File: config.mk
export PLATFORM = sky130hd
export DESIGN_NAME = cmos_deadtime_ctrl
export DESIGN_NICKNAME = d
export VERILOG_FILES = /design/src/rtl/cmos_ctrl_pkg.sv /design/src/rtl/deadtime_counter.sv /design/src/rtl/cmos_deadtime_ctrl.sv
export SDC_FILE = /design/constraint.sdc
export NUM_CORES = 1
export LEC_CHECK = 0
export ABC_AREA = 0
export CAP_MARGIN = 5
export CORE_ASPECT_RATIO = 1.1
export CORE_MARGIN = 1
export CORE_UTILIZATION = 34
export CTS_BUF_LIST = sky130_fd_sc_hd__clkbuf_4 sky130_fd_sc_hd__clkbuf_8 sky130_fd_sc_hd__clkbuf_16
export CTS_CLUSTER_DIAMETER = 200
export DETAILED_ROUTE_END_ITERATION = 12
export PLACE_DENSITY = 0.62
export SLEW_MARGIN = 15
export SYNTH_ARGS = -nofsm -noshare
export SYNTH_HDL_FRONTEND = slang
export SYNTH_SLANG_ARGS = --single-unit
File: constraint.sdc
create_clock -name clk -period 2.55 [get_ports clk]
set_input_delay 0.3825 -clock clk [delete_from_list [all_inputs] [get_ports clk]]
set_output_delay 0.3825 -clock clk [all_outputs]
set_load 0.005 [all_outputs]
File: src/rtl/cmos_ctrl_pkg.sv
// Shared types and constants for the CMOS break-before-make gate controller.
package cmos_ctrl_pkg;

  localparam int DEAD_W_DEF = 8;
  localparam int SW_CNT_W   = 16;

  typedef enum logic [1:0] {
    OFF  = 2'd0,
    DEAD = 2'd1,
    HIGH = 2'd2,
    LOW  = 2'd3
  } state_t;

endpackage

File: src/rtl/deadtime_counter.sv
// Dead-time down-counter: loads max(cfg, 1), decrements to zero, flags the last dead cycle.
module deadtime_counter #(
  parameter int W = 8
) (
  input  logic         clk,
  input  logic         rst_n,
  input  logic         i_load,
  input  logic         i_dec,
  input  logic [W-1:0] i_cfg,
  output logic         o_expire
);

  localparam logic [W-1:0] ONE = {{(W-1){1'b0}}, 1'b1};

  logic [W-1:0] r_count;
  logic [W-1:0] w_load_val;

  // A zero configuration would never expire, so it is clamped to one cycle.
  assign w_load_val = (i_cfg == '0) ? ONE : i_cfg;
  assign o_expire   = (r_count == ONE);

  always_ff @(posedge clk or negedge rst_n) begin
    if (!rst_n) begin
      r_count <= '0;
    end else if (i_load) begin
      r_count <= w_load_val;
    end else if (i_dec && (r_count != '0)) begin
      r_count <= r_count - ONE;
    end
  end

endmodule

File: src/rtl/cmos_deadtime_ctrl.sv
// Break-before-make PMOS/NMOS gate controller with programmable dead time.
// Optional switch counter output sw_count enabled by defining CMOS_DEADTIME_SWCNT_EN.
module cmos_deadtime_ctrl
  import cmos_ctrl_pkg::*;
#(
  parameter int DEAD_W = DEAD_W_DEF
) (
  input  logic              clk,
  input  logic              rst_n,
  input  logic              en,
  input  logic              in_req,
  input  logic [DEAD_W-1:0] dead_cfg,
  output logic              p_gate_n,
  output logic              n_gate,
  output logic              busy,
  output logic              hiz
`ifdef CMOS_DEADTIME_SWCNT_EN
  ,
  output logic [SW_CNT_W-1:0] sw_count
`endif
);

  state_t r_state;
  logic   r_tgt;
  logic   r_p_gate_n;
  logic   r_n_gate;
  logic   r_busy;
  logic   r_hiz;
  logic   w_load;
  logic   w_dec;
  logic   w_expire;

  // Reload on every entry into DEAD; an en drop always wins over a level change.
  assign w_load = en && ((r_state == OFF) ||
                         ((r_state == HIGH) && !in_req) ||
                         ((r_state == LOW)  &&  in_req));
  assign w_dec  = en && (r_state == DEAD);

  deadtime_counter #(.W(DEAD_W)) u_cnt (
    .clk      (clk),
    .rst_n    (rst_n),
    .i_load   (w_load),
    .i_dec    (w_dec),
    .i_cfg    (dead_cfg),
    .o_expire (w_expire)
  );

  always_ff @(posedge clk or negedge rst_n) begin
    if (!rst_n) begin
      r_state    <= OFF;
      r_tgt      <= 1'b0;
      r_p_gate_n <= 1'b1;
      r_n_gate   <= 1'b0;
      r_busy     <= 1'b0;
      r_hiz      <= 1'b1;
    end else begin
      case (r_state)
        OFF: begin
          if (en) begin
            r_state <= DEAD;
            r_tgt   <= in_req;
            r_busy  <= 1'b1;
          end
        end
        DEAD: begin
          if (!en) begin
            r_state <= OFF;
            r_busy  <= 1'b0;
          end else begin
            r_tgt <= in_req;
            if (w_expire) begin
              r_busy <= 1'b0;
              r_hiz  <= 1'b0;
              if (r_tgt) begin
                r_state    <= HIGH;
                r_p_gate_n <= 1'b0;
              end else begin
                r_state  <= LOW;
                r_n_gate <= 1'b1;
              end
            end
          end
        end
        HIGH: begin
          if (!en) begin
            r_state    <= OFF;
            r_p_gate_n <= 1'b1;
            r_hiz      <= 1'b1;
          end else if (!in_req) begin
            r_state    <= DEAD;
            r_tgt      <= 1'b0;
            r_p_gate_n <= 1'b1;
            r_busy     <= 1'b1;
            r_hiz      <= 1'b1;
          end
        end
        LOW: begin
          if (!en) begin
            r_state  <= OFF;
            r_n_gate <= 1'b0;
            r_hiz    <= 1'b1;
          end else if (in_req) begin
            r_state  <= DEAD;
            r_tgt    <= 1'b1;
            r_n_gate <= 1'b0;
            r_busy   <= 1'b1;
            r_hiz    <= 1'b1;
          end
        end
        default: begin
          r_state    <= OFF;
          r_p_gate_n <= 1'b1;
          r_n_gate   <= 1'b0;
          r_busy     <= 1'b0;
          r_hiz      <= 1'b1;
        end
      endcase
    end
  end

  assign p_gate_n = r_p_gate_n;
  assign n_gate   = r_n_gate;
  assign busy     = r_busy;
  assign hiz      = r_hiz;

`ifdef CMOS_DEADTIME_SWCNT_EN
  logic [SW_CNT_W-1:0] r_sw_count;

  // Counts device turn-ons, which only happen when DEAD expires; saturates.
  always_ff @(posedge clk or negedge rst_n) begin
    if (!rst_n) begin
      r_sw_count <= '0;
    end else if ((r_state == DEAD) && en && w_expire && (r_sw_count != '1)) begin
      r_sw_count <= r_sw_count + {{(SW_CNT_W-1){1'b0}}, 1'b1};
    end
  end

  assign sw_count = r_sw_count;
`endif

endmodule

==> flow_summary_export.csv <==
group,metric,value,unit
cells_and_area,drive_gt1_frac,0.1130,
flow_run,drv_cap,0,
worst_setup_path,crit_fanout,8,
global_routing,antenna_found_initial,0,
timing,timing_hold_violations_final,0,
global_routing,overflow,0,
logic_synthesis,syn_nets,113,
cells_and_area,n_antenna_cell,0,
die,floorplan.initialDensity,0.3635,
pwr,ir_drop,0.0003318,V
worst_setup_path,cp_launch_point,"u_cnt.r_count[4]",
logic_synthesis,synth_common_cells,"sky130_fd_sc_hd__dfrtp_1 (13), sky130_fd_sc_hd__nand2_1 (9), sky130_fd_sc_hd__a21oi_1 (6)",
logic_synthesis,ys_ff_latch,15,
cts,clock_slew_at_the_register_clock_pins_of_the_worst_setup_and_hold_paths,0.09,ns
logic_synthesis,syn-cell-area,924.6,um^2
logic_synthesis,synth_edf_count,0,
placement,place.detailed.instances,142,
worst_setup_path,critical_path_class,"reg -> reg",
global_routing,wire_length_of_the_first_global_routing_pass,3760,um
hold_path,worstHoldPathType,"in -> async",
cts,hold_buffer_count_at_cts,0,
cells_and_area,layout-area-overhead-vs-synth,23.27,%
cts,cts-buffers-inserted,3,
worst_setup_path,arrival,2.18,ns
pwr,power_leakage,0.4523,nW
logic_synthesis,synth.area.mux_share,0.02165,
timing,crit_path_setup_slack_layout,0.5454,ns
worst_setup_path,worst_setup_path_start_kind,"flip-flop",
cts,htree_num_levels,1,
placement,hpwl,1487,um
die,die_height,56.70,um
timing,setup-violations-final,0,
logic_synthesis,synthArstFlopShare,1.000,
die,placement_row_count,19,
logic_synthesis,synth_top_cell_by_area,"sky130_fd_sc_hd__dfrtp_1",
logic_synthesis,synth_seq_area_share,0.4087,
cts,tritoncts,"built",
cts,clock_latency,0.28,ns
global_routing,grt_pass1_vias,859,
drt,drc,0,
cts,cts.sink_count,15,
timing,worst_slew_pin_slew,0.6834,ns
logic_synthesis,synthXorXnorAreaFrac,0,
worst_setup_path,timing.rr.start,"u_cnt.r_count[4]",
logic_synthesis,synth.most_common_cell,"sky130_fd_sc_hd__dfrtp_1",
timing,period_share,0.7861,
cells_and_area,instances_no_fill,146,
drt,total_length_of_routed_wires,2027,um
global_routing,grt_usage,0.1673,
cts,cts-root-to-sink-buffers,2,
logic_synthesis,netlist_instances,99,
cts,post_cts_buffers,0,
timing,rsz0062_at_grt,"false",
drt,final_antenna_net_count,0,
cts,ctsRootBufferMaster,"sky130_fd_sc_hd__clkbuf_4",
cts,cts_resized,0,
timing,clock_skew,0.002005,ns
timing,final_max_slew_viol_count,0,
placement,pre_cts_ws,0.4996,ns
placement,gp_congestion,0.8178,
logic_synthesis,post_synth_and_or_nand_nor_area_fraction,0.2422,
timing,totalNegativeSetupSlack,0,ns
worst_setup_path,cp-end-kind,"flip-flop",
logic_synthesis,ys_types,37,
drt,routed-via-count,838,
die,pin_count,16,
placement,place.port_buffers,15,
cells_and_area,final_design_area_no_fill,0.001140,mm^2
logic_synthesis,synth_fa_ha_area_frac,0.02706,
cells_and_area,layout.nets,130,
worst_setup_path,worst-endpoint-required,2.72,ns
logic_synthesis,main_combinational_cell_family_by_area_after_synthesis,"compound AO/OA/AOI/OAI gates",
drt,drtIter0Drc,13,
logic_synthesis,synthesis.yosys.warnings,0,
logic_synthesis,ys_top_cells_by_area,"sky130_fd_sc_hd__dfrtp_1 (35%), sky130_fd_sc_hd__dfstp_2 (5.7%), sky130_fd_sc_hd__o211ai_1 (4.1%)",
outcome,outcome,"finished clean",
timing,relSlewSlack,0.5430,
die,die_x,51.72,um
drt,post_drt_via_cell_ratio,5.740,
die,design.die.area,0.002932,mm^2
global_routing,grt_start_max_net_pins,16,
placement,postPlaceCellArea,0.001112,mm^2
drt,first_pass_iters,4,
die,placeableCoreArea,0.002544,mm^2
logic_synthesis,syn_avg_cell_area,9.340,um^2
timing,max_clock_freq,0.4988,GHz
drt,route.detailed.wl_per_inst,13.88,um
pwr,p_total,729.7,uW
timing,fin_crit,2.005,ns
logic_synthesis,netlist.area_leader.share,0.3518,
logic_synthesis,synth-compound-area-share,0.2544,
logic_synthesis,postSynth.topFlopCell,"sky130_fd_sc_hd__dfrtp_1",
pwr,power_density_over_the_cells,640.2,mW/mm^2
## where the power goes
group          internal [mW]  switching, mW
clock network         0.0581         0.0783
logic                  0.125         0.0979
registers              0.298         0.0727
## metrics by stage
stage,hold WS [ns],utilization
floorplan,0.08691,-
global placement,0.5090,0.4373
detailed placement,0.5193,0.4373
CTS,0.5336,0.4481
global route,0.5593,0.4481
finish,0.5088,0.4481
## worst max-delay path: stages, from the launching register on
cell and delay [ns]:
sky130_fd_sc_hd__dfrtp_1 0.47, sky130_fd_sc_hd__or4_4 0.59, sky130_fd_sc_hd__nor4b_4 0.46, sky130_fd_sc_hd__o21ai_2 0.08
sky130_fd_sc_hd__a211o_1 0.30
## logic make-up (layout without fill, tap and decap cells)
group                      Yosys count  after routing
and+or+nand+nor                     36             36
AOI/OAI and AO/OA                   33             33
DFF                                 15             15
buffers and inverters               11             27
adders and majority gates            2              2
muxes                                2              2
## worst paths after layout
check / to / slack (ns) / depth (start not counted)
worst min register to register: p_gate_n / 0.53 / 1
min in group clk: p_gate_n / 0.53 / 1
max in group asynchronous: u_cnt.r_count[5] / 1.61 / 1
worst min-delay path: busy / 0.51 / 1
worst max-delay path: busy / 0.55 / 4
worst max register to register: busy / 0.55 / 4
## sequential cells by signal, summed over array words and instances, names as in the netlist
name and flops:
r_state 2, r_tgt 1, p_gate_n 1, n_gate 1, busy 1, hiz 1
u_cnt.r_count 8
## area by class of cell
class                   count  area [um^2]
fillers                   253         1404
inverters                   5        18.77
well taps                  31        38.79
clock buffers               3        22.52
multi-input cells          73        504.2
flip-flops and latches     15        377.9
repair buffers             18        172.7
clock inverters             1        5.005
## metal layers
metal	global-route usage	routed length (um)	share of wire
met5	0	0	0
met2	0.2783	952	0.47
met4	0.04633	13	0.0064
met3	0.02439	67	0.033
met1	0.2215	994	0.49
## cell usage in the layout (no fill, tap or decap), types with 2 or more instances in the layout
cell type | netlist | layout
sky130_fd_sc_hd__nand2b_1 | 3 | 3
sky130_fd_sc_hd__inv_1 | 5 | 5
sky130_fd_sc_hd__nand2_1 | 9 | 9
sky130_fd_sc_hd__dfrtp_1 | 13 | 13
sky130_fd_sc_hd__a221o_1 | 2 | 2
sky130_fd_sc_hd__ha_1 | 2 | 2
sky130_fd_sc_hd__a31oi_1 | 5 | 5
sky130_fd_sc_hd__or4_1 | 5 | 5
sky130_fd_sc_hd__mux2i_1 | 2 | 2
sky130_fd_sc_hd__buf_4 | 0 | 3
sky130_fd_sc_hd__clkdlybuf4s50_1 | 0 | 15
sky130_fd_sc_hd__nand3b_1 | 2 | 2
sky130_fd_sc_hd__dfstp_2 | 2 | 2
sky130_fd_sc_hd__a21oi_1 | 6 | 6
sky130_fd_sc_hd__clkbuf_4 | 0 | 3
sky130_fd_sc_hd__o21ai_0 | 4 | 4
sky130_fd_sc_hd__nor4_1 | 2 | 2
sky130_fd_sc_hd__o211ai_1 | 5 | 5
sky130_fd_sc_hd__nand3_1 | 4 | 4
sky130_fd_sc_hd__nor2_1 | 4 | 4
(Power assumes the default switching activity.)
